**config.mk**
```make
export PLATFORM = sky130hd
export DESIGN_NAME = sram_sp_access_ctrl_flat
export DESIGN_NICKNAME = d
export VERILOG_FILES = /design/src/rtl/sram_sp_access_ctrl_pkg.sv /design/src/rtl/sram_sp_access_ctrl_if.sv /design/src/rtl/sram_sp_access_ctrl_init_sweeper.sv /design/src/rtl/sram_sp_access_ctrl.sv /design/src/flat_wrapper.sv
export SDC_FILE = /design/constraint.sdc
export NUM_CORES = 1
export LEC_CHECK = 0
export ABC_AREA = 1
export ABC_CLOCK_PERIOD_IN_PS = 2500
export BUFFER_PORTS_ARGS = -buffer_cell sky130_fd_sc_hd__buf_4
export CORE_MARGIN = 1
export CORE_UTILIZATION = 31
export CTS_CLUSTER_DIAMETER = 120
export DETAILED_ROUTE_END_ITERATION = 16
export PLACE_DENSITY = 0.7
export SYNTH_ARGS = -nofsm -noshare
export SYNTH_HDL_FRONTEND = slang
export SYNTH_SLANG_ARGS = --single-unit
```
**constraint.sdc**
```tcl
create_clock -name clock -period 2.5 [get_ports clock]
set_input_delay 0.5 -clock clock [delete_from_list [all_inputs] [get_ports clock]]
set_output_delay 0.5 -clock clock [all_outputs]
set_load 0.01 [all_outputs]
```
**src/rtl/sram_sp_access_ctrl_pkg.sv**
```systemverilog
// Shared types for the single-port SRAM access controller: default widths,
// FSM states, write-request and macro-port structs.
package sram_ctrl_pkg;

  localparam int DEF_ADDR_W = 8;
  localparam int DEF_DATA_W = 20;
  localparam int DEF_MASK_W = 10;

  typedef enum logic {
    ST_INIT = 1'b0,
    ST_IDLE = 1'b1
  } state_e;

  // Bits of data covered by one write-mask bit.
  function automatic int granule_w(input int data_w, input int mask_w);
    return data_w / mask_w;
  endfunction

  typedef struct packed {
    logic [DEF_ADDR_W-1:0] addr;
    logic [DEF_DATA_W-1:0] data;
    logic [DEF_MASK_W-1:0] mask;
  } wreq_t;

  typedef struct packed {
    logic                  en;
    logic                  wmode;
    logic [DEF_ADDR_W-1:0] addr;
    logic [DEF_MASK_W-1:0] wmask;
    logic [DEF_DATA_W-1:0] wdata;
  } sram_port_t;

endpackage

```
**src/rtl/sram_sp_access_ctrl_if.sv**
```systemverilog
// Request/response channels between the table pipeline and the SRAM controller.
interface sram_sp_access_ctrl_if #(
  parameter int ADDR_W = 8,
  parameter int DATA_W = 20,
  parameter int MASK_W = 10
);
  logic              w_req_valid;
  logic              w_req_ready;
  logic [ADDR_W-1:0] w_req_addr;
  logic [DATA_W-1:0] w_req_data;
  logic [MASK_W-1:0] w_req_mask;
  logic              r_req_valid;
  logic              r_req_ready;
  logic [ADDR_W-1:0] r_req_addr;
  logic              r_resp_valid;
  logic [DATA_W-1:0] r_resp_data;

  modport master (
    output w_req_valid, w_req_addr, w_req_data, w_req_mask,
    output r_req_valid, r_req_addr,
    input  w_req_ready, r_req_ready, r_resp_valid, r_resp_data
  );

  modport slave (
    input  w_req_valid, w_req_addr, w_req_data, w_req_mask,
    input  r_req_valid, r_req_addr,
    output w_req_ready, r_req_ready, r_resp_valid, r_resp_data
  );
endinterface

```
**src/rtl/sram_sp_access_ctrl_init_sweeper.sv**
```systemverilog
// Post-reset zero-fill: one full-mask write of zero per cycle, address 0..DEPTH-1,
// then parks in IDLE with done high until the next reset.
module sram_init_sweeper
  import sram_ctrl_pkg::*;
#(
  parameter int ADDR_W  = DEF_ADDR_W,
  parameter int DEPTH   = 1 << DEF_ADDR_W,
  parameter int INIT_EN = 1
) (
  input  logic       clock,
  input  logic       reset,
  output sram_port_t port,
  output logic       done
);
  localparam logic [ADDR_W-1:0] LAST = ADDR_W'(DEPTH - 1);

  state_e            state;
  logic [ADDR_W-1:0] cnt;

  always_ff @(posedge clock) begin
    if (reset) begin
      state <= (INIT_EN != 0) ? ST_INIT : ST_IDLE;
      cnt   <= '0;
    end else if (state == ST_INIT) begin
      cnt <= cnt + 1'b1;
      // The last address is still written this cycle; no second pass.
      if (cnt == LAST) state <= ST_IDLE;
    end
  end

  always_comb begin
    port = '0;
    if (state == ST_INIT) begin
      port.en    = 1'b1;
      port.wmode = 1'b1;
      port.addr  = cnt;
      port.wmask = '1;
    end
  end

  assign done = (state == ST_IDLE);
endmodule

```
**src/rtl/sram_sp_access_ctrl.sv**
```systemverilog
// Single-port SRAM access controller: zero-fill after reset, write-over-read
// arbitration, one-cycle read response with a hold register for the last read data.
module sram_sp_access_ctrl
  import sram_ctrl_pkg::*;
#(
  parameter int ADDR_W  = DEF_ADDR_W,
  parameter int DEPTH   = 1 << DEF_ADDR_W,
  parameter int DATA_W  = DEF_DATA_W,
  parameter int MASK_W  = DEF_MASK_W,
  parameter int INIT_EN = 1
) (
  input  logic                  clock,
  input  logic                  reset,
  sram_sp_access_ctrl_if.slave  bus,
  output logic                  init_done,
  output logic                  sram_en,
  output logic                  sram_wmode,
  output logic [ADDR_W-1:0]     sram_addr,
  output logic [MASK_W-1:0]     sram_wmask,
  output logic [DATA_W-1:0]     sram_wdata,
  input  logic [DATA_W-1:0]     sram_rdata
);
  sram_port_t        sweep_port, port;
  wreq_t             wreq;
  logic              sweep_done, idle;
  logic              w_ready, r_ready, w_fire, r_fire;
  logic              resp_pending;
  logic [DATA_W-1:0] hold_q;

  sram_init_sweeper #(
    .ADDR_W (ADDR_W),
    .DEPTH  (DEPTH),
    .INIT_EN(INIT_EN)
  ) u_sweep (
    .clock(clock),
    .reset(reset),
    .port (sweep_port),
    .done (sweep_done)
  );

  // Everything visible is forced quiet while reset is held, whatever the state flops say.
  assign idle    = sweep_done && !reset;
  assign w_ready = idle;
  assign r_ready = idle && !bus.w_req_valid;
  assign w_fire  = bus.w_req_valid && w_ready;
  assign r_fire  = bus.r_req_valid && r_ready;
  assign wreq    = '{addr: bus.w_req_addr, data: bus.w_req_data, mask: bus.w_req_mask};

  always_comb begin
    port = '0;
    if (!reset) begin
      if (!sweep_done) begin
        port = sweep_port;
      end else if (w_fire) begin
        port.en    = 1'b1;
        port.wmode = 1'b1;
        port.addr  = wreq.addr;
        port.wmask = wreq.mask;
        port.wdata = wreq.data;
      end else if (r_fire) begin
        port.en   = 1'b1;
        port.addr = bus.r_req_addr;
      end
    end
  end

  always_ff @(posedge clock) begin
    if (reset) begin
      resp_pending <= 1'b0;
      hold_q       <= '0;
    end else begin
      resp_pending <= r_fire;
      if (resp_pending) hold_q <= sram_rdata;
    end
  end

  assign init_done        = idle;
  assign bus.w_req_ready  = w_ready;
  assign bus.r_req_ready  = r_ready;
  assign bus.r_resp_valid = resp_pending && !reset;
  // No bypass: writes never touch the returned data, only a read response does.
  assign bus.r_resp_data  = reset ? '0 : (resp_pending ? sram_rdata : hold_q);

  assign sram_en    = port.en;
  assign sram_wmode = port.wmode;
  assign sram_addr  = port.addr;
  assign sram_wmask = port.wmask;
  assign sram_wdata = port.wdata;
endmodule

```
**src/flat_wrapper.sv**
```systemverilog
// flat-port wrapper written by rule: the top's interface ports become plain ports
module sram_sp_access_ctrl_flat import sram_ctrl_pkg::*;
#(
  parameter int ADDR_W  = DEF_ADDR_W,
  parameter int DEPTH   = 1 << DEF_ADDR_W,
  parameter int DATA_W  = DEF_DATA_W,
  parameter int MASK_W  = DEF_MASK_W,
  parameter int INIT_EN = 1
)
  (clock, reset, init_done, sram_en, sram_wmode, sram_addr, sram_wmask, sram_wdata, sram_rdata, bus_w_req_valid, bus_w_req_addr, bus_w_req_data, bus_w_req_mask, bus_r_req_valid, bus_r_req_addr, bus_w_req_ready, bus_r_req_ready, bus_r_resp_valid, bus_r_resp_data);
  sram_sp_access_ctrl_if #(.ADDR_W(ADDR_W), .DATA_W(DATA_W), .MASK_W(MASK_W)) bus_i ();
  input  logic clock;
  input  logic reset;
  output logic init_done;
  output logic sram_en;
  output logic sram_wmode;
  output logic [ADDR_W-1:0] sram_addr;
  output logic [MASK_W-1:0] sram_wmask;
  output logic [DATA_W-1:0] sram_wdata;
  input  logic [DATA_W-1:0] sram_rdata;
  input wire logic [$bits(bus_i.w_req_valid)-1:0] bus_w_req_valid;
  input wire logic [$bits(bus_i.w_req_addr)-1:0] bus_w_req_addr;
  input wire logic [$bits(bus_i.w_req_data)-1:0] bus_w_req_data;
  input wire logic [$bits(bus_i.w_req_mask)-1:0] bus_w_req_mask;
  input wire logic [$bits(bus_i.r_req_valid)-1:0] bus_r_req_valid;
  input wire logic [$bits(bus_i.r_req_addr)-1:0] bus_r_req_addr;
  output wire logic [$bits(bus_i.w_req_ready)-1:0] bus_w_req_ready;
  output wire logic [$bits(bus_i.r_req_ready)-1:0] bus_r_req_ready;
  output wire logic [$bits(bus_i.r_resp_valid)-1:0] bus_r_resp_valid;
  output wire logic [$bits(bus_i.r_resp_data)-1:0] bus_r_resp_data;
  assign bus_i.w_req_valid = bus_w_req_valid;
  assign bus_i.w_req_addr = bus_w_req_addr;
  assign bus_i.w_req_data = bus_w_req_data;
  assign bus_i.w_req_mask = bus_w_req_mask;
  assign bus_i.r_req_valid = bus_r_req_valid;
  assign bus_i.r_req_addr = bus_r_req_addr;
  assign bus_w_req_ready = bus_i.w_req_ready;
  assign bus_r_req_ready = bus_i.r_req_ready;
  assign bus_r_resp_valid = bus_i.r_resp_valid;
  assign bus_r_resp_data = bus_i.r_resp_data;
  sram_sp_access_ctrl #(.ADDR_W(ADDR_W), .DEPTH(DEPTH), .DATA_W(DATA_W), .MASK_W(MASK_W), .INIT_EN(INIT_EN)) u_core (.clock(clock), .reset(reset), .bus(bus_i), .init_done(init_done), .sram_en(sram_en), .sram_wmode(sram_wmode), .sram_addr(sram_addr), .sram_wmask(sram_wmask), .sram_wdata(sram_wdata), .sram_rdata(sram_rdata));
endmodule
```
==> flow_summary.html <==
<table>
<tr><th>Metric</th><th>Value</th></tr>
<tr><th colspan="2">Outcome</th></tr>
<tr><td>Result of the run</td><td>finished, final reports clean</td></tr>
<tr><th colspan="2">Final layout</th></tr>
<tr><td>Area of the multi-input gates</td><td>~800 sq um</td></tr>
<tr><td>Layout cell share with drive strength beyond 1</td><td>0.376</td></tr>
<tr><td># nets final</td><td>around 460</td></tr>
<tr><td>FF/Latch Area</td><td>between 600 and 700 sq um</td></tr>
<tr><td>Antenna fix cells</td><td>0</td></tr>
<tr><td>Layout filler cell count</td><td>496</td></tr>
<tr><td>Final instance area</td><td>between 2000 and 3000 sq um</td></tr>
<tr><td>Area growth from synthesis to layout</td><td>68.7%</td></tr>
<tr><td>Post-layout utilization of the core</td><td>0.562</td></tr>
<tr><th colspan="2">Timing</th></tr>
<tr><td>Final setup skew</td><td>about 0.0022 ns</td></tr>
<tr><td>Crit path time final</td><td>2.18 ns</td></tr>
<tr><td>Setup-failing EPs final</td><td>0</td></tr>
<tr><td>Fin Setup TNS</td><td>0 ns</td></tr>
<tr><td>Transition time of the tightest slew-check pin</td><td>roughly 0.64 ns</td></tr>
<tr><td>Post-route fraction of the period consumed by the critical path</td><td>0.871</td></tr>
<tr><td>Worst hold margin</td><td>0.460 ns</td></tr>
<tr><td>Final number of max-transition violations</td><td>0</td></tr>
<tr><td>Final hold viol count</td><td>0</td></tr>
<tr><td>Achievable Freq</td><td>0.459 GHz</td></tr>
<tr><td>Setup repair after global routing missed its margin</td><td>false</td></tr>
<tr><td>Max transition margin</td><td>0.574</td></tr>
<tr><th colspan="2">Power</th></tr>
<tr><td>Worst vdd ir</td><td>~0.36 mV</td></tr>
<tr><td>Power density normalized to cell area</td><td>378 nW/um^2</td></tr>
<tr><td>Static Leak</td><td>1.52 nW</td></tr>
<tr><td>Sequential cell fraction of total power</td><td>0.468</td></tr>
<tr><td>Int Pwr</td><td>0.000799 W</td></tr>
<tr><td>Combinational power share</td><td>0.150</td></tr>
<tr><td>Net Sw Frac</td><td>0.230</td></tr>
<tr><td>Power spent charging and discharging nets</td><td>between 0.0002 and 0.00025 W</td></tr>
<tr><td>Clock group share of total power</td><td>0.381</td></tr>
<tr><th colspan="2">Clock network</th></tr>
<tr><td>Clock-pin slew on the worst setup and hold paths</td><td>approximately 0.060 ns</td></tr>
<tr><td>Clk sink count</td><td>30</td></tr>
<tr><td>Root buffer selected by CTS</td><td>sky130_fd_sc_hd__clkbuf_8</td></tr>
<tr><td>H-tree levels</td><td>2</td></tr>
<tr><td>Hold buffers post-CTS</td><td>0</td></tr>
<tr><td>Post-CTS repair timing setup buffer count</td><td>0</td></tr>
<tr><td>Buffer levels on the longest clock path</td><td>2</td></tr>
<tr><td>Clock Latency Late Sink</td><td>0.28 ns</td></tr>
<tr><td>Clock tree from TritonCTS</td><td>built</td></tr>
<tr><td>TritonCTS buffer count</td><td>5</td></tr>
<tr><td># resized after CTS</td><td>0</td></tr>
<tr><th colspan="2">Yosys</th></tr>
<tr><td>Combined area of all synthesized cells</td><td>approximately 1600 sq um</td></tr>
<tr><td>Ranking of synthesized cells by instance count</td><td>sky130_fd_sc_hd__nor2_1 (93), sky130_fd_sc_hd__inv_1 (33), sky130_fd_sc_hd__dfxtp_1 (30)</td></tr>
<tr><td>Most frequent cell after synthesis</td><td>sky130_fd_sc_hd__nor2_1</td></tr>
<tr><td>Per-instance average area after synthesis</td><td>approximately 6.1 sq um</td></tr>
<tr><td>Gate count of the mapped netlist</td><td>265</td></tr>
<tr><td>Number of synthesized flops with an enable pin</td><td>0</td></tr>
<tr><td>Main synth FF type</td><td>sky130_fd_sc_hd__dfxtp_1</td></tr>
<tr><td>Area fraction of the dominant cell type after synthesis</td><td>0.369</td></tr>
<tr><td>Number of distinct standard cells referenced by the synthesized netlist</td><td>19</td></tr>
<tr><td>Top cell type by total area after synthesis</td><td>sky130_fd_sc_hd__dfxtp_1</td></tr>
<tr><td>Share of synthesized flip-flops with an asynchronous set or reset</td><td>0</td></tr>
<tr><td>Warning count from the yosys run</td><td>0</td></tr>
<tr><td>Cells taking the most area after synthesis</td><td>sky130_fd_sc_hd__dfxtp_1 (37%), sky130_fd_sc_hd__nor2_1 (21%), sky130_fd_sc_hd__o21ai_0 (8.9%)</td></tr>
<tr><td>Sequential fraction of the synthesis area</td><td>0.369</td></tr>
<tr><td>Total nets after synthesis</td><td>between 300 and 400</td></tr>
<tr><td>Seq cells post-synth</td><td>30</td></tr>
<tr><th colspan="2">GRT</th></tr>
<tr><td>Wire length of the first global-routing pass</td><td>7840 um</td></tr>
<tr><td>Vias in the first global route</td><td>approximately 1900</td></tr>
<tr><td>Total global-route track usage</td><td>0.184</td></tr>
<tr><td>Pin count of the biggest net entering global routing</td><td>44</td></tr>
<tr><td>Antenna violations before repair</td><td>0</td></tr>
<tr><td>Global-route congestion overflow total</td><td>0</td></tr>
<tr><th colspan="2">Hold path</th></tr>
<tr><td>Path class of the lowest-slack min-delay path</td><td>in2reg</td></tr>
<tr><th colspan="2">Drt</th></tr>
<tr><td>Number of iterations in the first detailed-routing pass</td><td>5</td></tr>
<tr><td>Initial DRC count</td><td>80</td></tr>
<tr><td>Average routed wire per standard cell</td><td>between 10 and 15 um</td></tr>
<tr><td>Drc violations</td><td>0</td></tr>
<tr><td>Average via count per standard cell</td><td>4.53</td></tr>
<tr><td>DRT Wirelength</td><td>roughly 5300 um</td></tr>
<tr><td>Antenna violation net count after detailed routing</td><td>0</td></tr>
<tr><td>Routed vias</td><td>2087</td></tr>
<tr><th colspan="2">Placement</th></tr>
<tr><td>Port-buffer cells</td><td>between 100 and 150</td></tr>
<tr><td>GP Congestion</td><td>around 0.85</td></tr>
<tr><td>Placed instance area</td><td>about 2700 sq um</td></tr>
<tr><td>Placed wire-length estimate</td><td>approximately 3900 um</td></tr>
<tr><th colspan="2">Critical path</th></tr>
<tr><td>Reg2Reg Setup Slack</td><td>about 1.3 ns</td></tr>
<tr><td>Crit-path slowest cell</td><td>sky130_fd_sc_hd__inv_1</td></tr>
<tr><td>Crit end category</td><td>output port</td></tr>
<tr><td>Maximum net fanout on the critical path</td><td>20</td></tr>
<tr><td>CP Cell Sequence</td><td>buf_4 -&gt; clkinv_1 -&gt; nor2_1 -&gt; inv_1 -&gt; nor2_1 -&gt; buf_4</td></tr>
<tr><td>Signal arrival time at the worst endpoint</td><td>between 1.5 and 2 ns</td></tr>
<tr><td>Worst setup path category</td><td>in2out</td></tr>
<tr><td>Critical path startpoint category</td><td>input pin</td></tr>
<tr><td>Delay of the slowest critical-path stage</td><td>0.26 ns</td></tr>
<tr><td>Required time of the critical path</td><td>about 2.0 ns</td></tr>
<tr><th colspan="2">Floorplan</th></tr>
<tr><td>Floorplan die area</td><td>between 5000 and 6000 sq um</td></tr>
<tr><td>CORE AREA</td><td>slightly below 5000 sq um</td></tr>
<tr><td>Initial Util</td><td>0.333</td></tr>
<tr><td>Die width</td><td>~74 um</td></tr>
<tr><td>Vertical die dimension</td><td>74.4 um</td></tr>
<tr><td>Number of rows in the core area</td><td>25</td></tr>
<tr><td>Boundary Pins</td><td>134</td></tr>
<tr><th colspan="2">Run</th></tr>
<tr><td>Count of max-cap constraint violations</td><td>0</td></tr>
</table>
-- critical path, delay by kind of cell --
family	cells	cell delay, ns
buf+inv	4	0.78
simple gates	2	0.39
-- placed cells by master, fill, tap and decap left out --
| cell type | Yosys | layout |
|---|---|---|
| sky130_fd_sc_hd__o21ai_0 | 29 | 29 |
| sky130_fd_sc_hd__nand2_1 | 21 | 21 |
| sky130_fd_sc_hd__inv_1 | 33 | 33 |
| sky130_fd_sc_hd__inv_2 | 2 | 2 |
| sky130_fd_sc_hd__nand4_1 | 8 | 8 |
| sky130_fd_sc_hd__nor2_2 | 1 | 1 |
| sky130_fd_sc_hd__clkbuf_8 | 0 | 6 |
| sky130_fd_sc_hd__a31oi_1 | 8 | 8 |
| sky130_fd_sc_hd__clkbuf_1 | 5 | 1 |
| sky130_fd_sc_hd__nor2_1 | 93 | 93 |
| sky130_fd_sc_hd__dfxtp_1 | 30 | 30 |
| sky130_fd_sc_hd__ha_1 | 1 | 1 |
| sky130_fd_sc_hd__clkinv_1 | 1 | 1 |
| sky130_fd_sc_hd__nor3_1 | 2 | 2 |
| sky130_fd_sc_hd__buf_4 | 1 | 138 |
| sky130_fd_sc_hd__nand3_1 | 7 | 7 |
| sky130_fd_sc_hd__a21oi_1 | 12 | 12 |
| sky130_fd_sc_hd__clkinv_2 | 0 | 1 |
-- per-stage QoR --
stage	setup slack (ns)	power (W)	cells
floorplan	0.816	0.000540	265
global placement	0.375	0.000651	453
detailed placement	0.327	0.000652	453
CTS	0.325	0.00105	461
global route	0.131	0.00108	461
finish	0.322	0.00104	461
-- path summary, 6_finish.rpt --
path,from,end,cells after the start
min reg2reg,u_core.u_sweep.cnt[4],u_core.u_sweep.cnt[4],2
max,bus_w_req_valid,sram_wdata[18],6
min,reset,u_core.u_sweep.cnt[0],2
max reg2reg,u_core.u_sweep.done,u_core.u_sweep.cnt[7],6
-- routing by layer --
| metal | GRT usage | up-vias | part of all wire |
|---|---|---|---|
| li1 | - | 1086 | - |
| met1 | 0.201 | 882 | 0.40 |
| met2 | 0.319 | 114 | 0.45 |
| met3 | 0.0732 | 5 | 0.15 |
| met4 | 0.0692 | 0 | 0.0099 |
| met5 | 0 | - | 0 |
-- state kept, by name, indices dropped and copies added (netlist names) --
name / count
u_core.u_sweep.cnt: 8
u_core.u_sweep.done: 1
u_core.resp_pending: 1
u_core.hold_q: 20
-- kinds of logic (layout without fill, tap and decap cells) --
kind of cell               after synthesis  after routing  synth area share
and+or+nand+nor                        132            132             0.325
DFF                                     30             30             0.369
adders and majority gates                1              1           0.00769
AOI/OAI and AO/OA                       49             49             0.157
buffers and inverters                   53            182             0.141
-- final cells by class --
cell class,instances,share of cell area
clock buffers,7,0.0315
clock inverters,1,0.00182
multi-input cells,182,0.290
well taps,67,0.0306
flip-flops and latches,30,0.219
repair buffers,138,0.378
inverters,36,0.0492
-- power by group through the flow --
stage / registers, W / logic (W) / clock network (W)
global placement: 0.000496 / 0.000155 / 0
floorplan: 0.000496 / 0.0000447 / 0
CTS: 0.000486 / 0.000156 / 0.000408
global route: 0.000486 / 0.000170 / 0.000428
finish: 0.000486 / 0.000156 / 0.000396
detailed placement: 0.000497 / 0.000156 / 0
No activity file was read; power rests on OpenSTA's default activity.
